## src/rtl/adsr_envelope.sv

```systemverilog
// ADSR envelope generator: 10-bit level stepped on a prescaled tick, state code for LEDs.
// Optional build macro ADSR_HARD_RETRIGGER_EN clears the level on every gate rise.
module adsr_envelope #(
  parameter int CLKSPEED = 48_000_000,
  parameter int TICK_HZ  = 48_000
) (
  input  logic       clk,
  input  logic       rst_n,
  input  logic       gate,
  input  logic [7:0] attack_step,
  input  logic [7:0] decay_step,
  input  logic [9:0] sustain_level,
  input  logic [7:0] release_step,
  output logic [9:0] amp_out,
  output logic [2:0] state_out,
  output logic       active
);

  localparam int TICKDIV = CLKSPEED / TICK_HZ;
  localparam int CW      = (TICKDIV > 2) ? $clog2(TICKDIV) : 1;
  localparam logic [CW-1:0] CNT_MAX = CW'(TICKDIV - 1);

  typedef enum logic [2:0] {
    S_IDLE    = 3'd0,
    S_ATTACK  = 3'd1,
    S_DECAY   = 3'd2,
    S_SUSTAIN = 3'd3,
    S_RELEASE = 3'd4
  } state_t;

  state_t        r_state, w_state_nxt;
  logic [9:0]    r_level, w_level_nxt;
  logic [CW-1:0] r_cnt;
  logic          r_gate_q, r_active;
  logic          w_tick, w_rise, w_fall, w_fall_act;
  logic [10:0]   w_att_sum, w_dec_lim;

  assign w_tick     = (r_cnt == CNT_MAX);
  assign w_rise     = gate & ~r_gate_q;
  assign w_fall     = ~gate & r_gate_q;
  assign w_fall_act = w_fall & ((r_state == S_ATTACK) | (r_state == S_DECAY) |
                                (r_state == S_SUSTAIN));
  assign w_att_sum  = {1'b0, r_level} + {3'b0, attack_step};
  assign w_dec_lim  = {1'b0, sustain_level} + {3'b0, decay_step};

  // State register; prescaler keeps running regardless of gate activity
  always_ff @(posedge clk) begin
    if (!rst_n) begin
      r_cnt    <= '0;
      r_gate_q <= 1'b0;
      r_state  <= S_IDLE;
      r_level  <= '0;
      r_active <= 1'b0;
    end else begin
      r_cnt    <= w_tick ? '0 : r_cnt + 1'b1;
      r_gate_q <= gate;
      r_state  <= w_state_nxt;
      r_level  <= w_level_nxt;
      r_active <= (w_state_nxt != S_IDLE);
    end
  end

  // Next state: gate edges take priority over a coincident tick
  always_comb begin
    w_state_nxt = r_state;
    if (w_rise) begin
      w_state_nxt = S_ATTACK;
    end else if (w_fall_act) begin
      w_state_nxt = S_RELEASE;
    end else if (w_tick) begin
      case (r_state)
        S_ATTACK:  if (w_att_sum >= 11'd1023)                w_state_nxt = S_DECAY;
        S_DECAY:   if ({1'b0, r_level} <= w_dec_lim)         w_state_nxt = S_SUSTAIN;
        S_RELEASE: if (r_level <= {2'b0, release_step})      w_state_nxt = S_IDLE;
        default:   w_state_nxt = r_state;
      endcase
    end
  end

  // Level datapath; subtractions cannot wrap because the compares gate them
  always_comb begin
    w_level_nxt = r_level;
    if (w_rise) begin
`ifdef ADSR_HARD_RETRIGGER_EN
      w_level_nxt = '0;
`else
      w_level_nxt = r_level;
`endif
    end else if (w_fall_act) begin
      w_level_nxt = r_level;
    end else if (w_tick) begin
      case (r_state)
        S_ATTACK:
          w_level_nxt = (w_att_sum >= 11'd1023) ? 10'd1023 : w_att_sum[9:0];
        S_DECAY:
          w_level_nxt = ({1'b0, r_level} <= w_dec_lim) ? sustain_level
                                                        : r_level - {2'b0, decay_step};
        S_SUSTAIN:
          w_level_nxt = sustain_level;
        S_RELEASE:
          w_level_nxt = (r_level <= {2'b0, release_step}) ? 10'd0
                                                          : r_level - {2'b0, release_step};
        default:
          w_level_nxt = '0;
      endcase
    end
  end

  assign amp_out   = r_level;
  assign state_out = r_state;
  assign active    = r_active;

endmodule

```

## config.mk

```make
export PLATFORM = sky130hd
export DESIGN_NAME = adsr_envelope
export DESIGN_NICKNAME = d
export VERILOG_FILES = /design/src/rtl/adsr_envelope.sv
export SDC_FILE = /design/constraint.sdc
export NUM_CORES = 1
export LEC_CHECK = 0
export ABC_AREA = 1
export CAP_MARGIN = 10
export CORE_MARGIN = 10
export CORE_UTILIZATION = 50
export CTS_BUF_LIST = sky130_fd_sc_hd__clkbuf_4 sky130_fd_sc_hd__clkbuf_8 sky130_fd_sc_hd__clkbuf_16
export DETAILED_ROUTE_END_ITERATION = 16
export PLACE_DENSITY = 0.7
export SYNTH_ARGS = -nofsm -noshare
export SYNTH_HDL_FRONTEND = slang
export SYNTH_SLANG_ARGS = --single-unit
```

## constraint.sdc

```tcl
create_clock -name clk -period 6.9 [get_ports clk]
set_clock_uncertainty 0.15 [all_clocks]
set_input_delay 0.69 -clock clk [delete_from_list [all_inputs] [get_ports clk]]
set_output_delay 0.69 -clock clk [all_outputs]
set_load 0.05 [all_outputs]
```

==> flow_summary.toml <==
[cts]
cts-root-buf = "clkbuf_8"
cts_resized = 0
clock_path_buffers = 2
cts-buffers-inserted = 3
cts_tree = "built"
clkSinkCount = 25
clkTransAtPathRegs_ps = 100
holdBufCountCts = 0
clk_latency_ps = 280
htree_levels = 1
post_cts_buffers = 0

[synth]
syn_nets = 632
synthFlopType = "dfxtp_1"
synth_cell_types = 40
syn_inst = 548
syn_area_mm2 = 0.00348
ys_seq_area_frac = 0.144
postSynthAreaPerCell_um2 = 6.35
yosys_warnings = 0
synth_top_area_share = 0.155
synth_edf_count = 0
synth_area_leaders = "ha_1, dfxtp_1, nand2_1"
async_flop_share = 0
synth_seq_cells = 25
yosysTopAreaCell = "ha_1"

[worst_setup_path]
worstSetupPathType = "in -> reg"
path_cells = "clkdlybuf4s50_1 -> ha_1 -> a21oi_1 -> o21bai_1 -> nand2_1 -> nand2_1 -> nand2_1 -> nand2_1 -> nand2_1 -> nand2_1 -> nand2_1 -> nand2_1 -> nand2_1 -> a21oi_1 -> xor2_1 -> ha_1 -> nand3_1 -> nor2_1 -> nor2_2 -> nand2_4 -> o21ai_0 -> nand3_1 -> nand2_1 -> a21oi_1"
arrival_ps = 3880
cp_max_fo = 21
cp_num_buf_inv = 1
slowest_delay_ps = 480
cpMostUsedCell = "nand2_1"
cpMaxStageDelayCell = "clkdlybuf4s50_1"
crit_path_start_kind = "input port"
cp_data_required_time_ps = 6900
cp_top_family = "simple AND/OR/NAND/NOR gates"
worst_setup_path_end_kind = "flop"

[floorplan]
io_pins = 51
initial_core_util = 0.512
coreArea_mm2 = 0.00679
rows = 30
die_h_um = 103
fp.dieW_um = 103
die-area_mm2 = 0.0107

[sta]
rsz0062_at_grt = "no"
final-max-slew-violation-count = 0
hold_ws_ps = 321
fmax_mhz = 258
finalSetupViolations = 0
tightest_slew_ps = 778
hold_viol_final = 0
min_period_over_period = 0.562
period_needed_ps = 3870
fin_setup_tns_ps = 0
slew-limit-headroom = 0.480

[global_routing]
grt_max_degree = 22
track_usage = 0.173
grt-ovfl-total = 0
antenna_found_initial = 0
grt_pass1_wl_um = 15200
grt_pass1_vias = 3334

[route]
vias = 3497
vias_per_cell = 5.05
ant_nets = 0
drt-initial-drc-count = 131
drc_errors = 0
totalWireLength_um = 8910
wl_per_cell_um = 12.9
dr.pass1.iters = 4

[finish]
num_antenna_cells = 0
drive_above_1_share = 0.0906
syn_to_final_growth_pct = 18.2
most-common-layout-cells = "nand2_1, inv_1, clkdlybuf4s50_1"
layout_commonest_cell = "nand2_1"
fin_nets = 681
stdcell_count = 692
nFillCells = 673
post-route-util = 0.605

[pwr]
p_leak_nw = 2.02
ir_drop_v = 0.0000868
p_per_area_mw_per_mm2 = 90.4

[worst_hold_path]
hold_path.class = "reg -> reg"

[place]
hpwlAfterDp_um = 7700
portBuffers = 50
dpl.cell_count = 688
place.gp.congestion = 0.890

[flow_run]
cap_violations = 0

[outcome]
status = "finished clean"
worst paths after layout:
check                      from  slack (ps)  cells after the start          to
hold / removal         r_cnt[0]         320                      1    r_cnt[0]
setup reg to reg     amp_out[1]        4110                     15  amp_out[3]
hold reg to reg        r_cnt[0]         320                      1    r_cnt[0]
setup / recovery  decay_step[1]        3030                     24  amp_out[8]
sequential cells by signal, indices dropped and copies added (netlist names):
signal	flops
amp_out	10
r_cnt	10
active	1
r_gate_q	1
state_out	3
power breakdown:
| group | switching [mW] | internal, mW | total (mW) |
|---|---|---|---|
| sequential | 0.00210 | 0.147 | 0.149 |
| combinational | 0.0711 | 0.0570 | 0.128 |
| clock | 0.0520 | 0.0424 | 0.0944 |
cell families after synthesis:
group,count (synthesis),synth area share
AO/OA/AOI/OAI,99,0.156
adder cells (fa/ha/maj),47,0.178
AND/OR/NAND/NOR,251,0.349
XOR/XNOR,23,0.0579
flip-flops,25,0.144
buffers and inverters,103,0.115
through the flow:
stage	area, um^2	power, mW	worst slack (ps)
2_1_floorplan	3480	0.238	3550
3_3_place_gp	4060	0.280	2760
3_5_place_dp	4060	0.281	2720
4_1_cts	4110	0.376	3000
5_1_grt	4110	0.401	2570
6_report	4110	0.372	3030
routing by layer:
layer | global-route usage | share of wire
met1 | 0.227 | 0.48
met2 | 0.296 | 0.47
met3 | 0.0286 | 0.047
met4 | 0.0235 | 0.0062
met5 | 0 | 0
final cells by class:
cell class / count / area (um^2) / share of cell area
multi-input cells: 420 / 2580 / 0.627
flip-flops and latches: 25 / 500 / 0.122
repair buffers: 50 / 500 / 0.122
inverters: 97 / 364 / 0.0886
well taps: 96 / 120 / 0.0292
clock buffers: 3 / 41.3 / 0.0100
clock inverters: 1 / 8.76 / 0.00213
cell usage after synthesis, types with 2 or more instances:
master    count
a211oi_1      2
o21ai_1      10
nor2_4        3
a21oi_1      44
a21o_1        3
dfxtp_1      25
nand2_4       3
a21oi_2       4
inv_2         7
buf_2         3
ha_1         43
fa_1          4
nor2_1       30
a22oi_1       2
o21ai_0      25
xor2_1       17
nand2_2      17
nand3b_1      7
o21bai_1      2
nand4_1       5
nand3_1      33
nor3_1        6
a31oi_1       2
nor2_2        4
nand3_2       4
xnor2_1       6
nand2_1     129
nor3_2        5
inv_1        90
o22ai_1       3
Note: power is estimated with default switching activity, not from simulation.
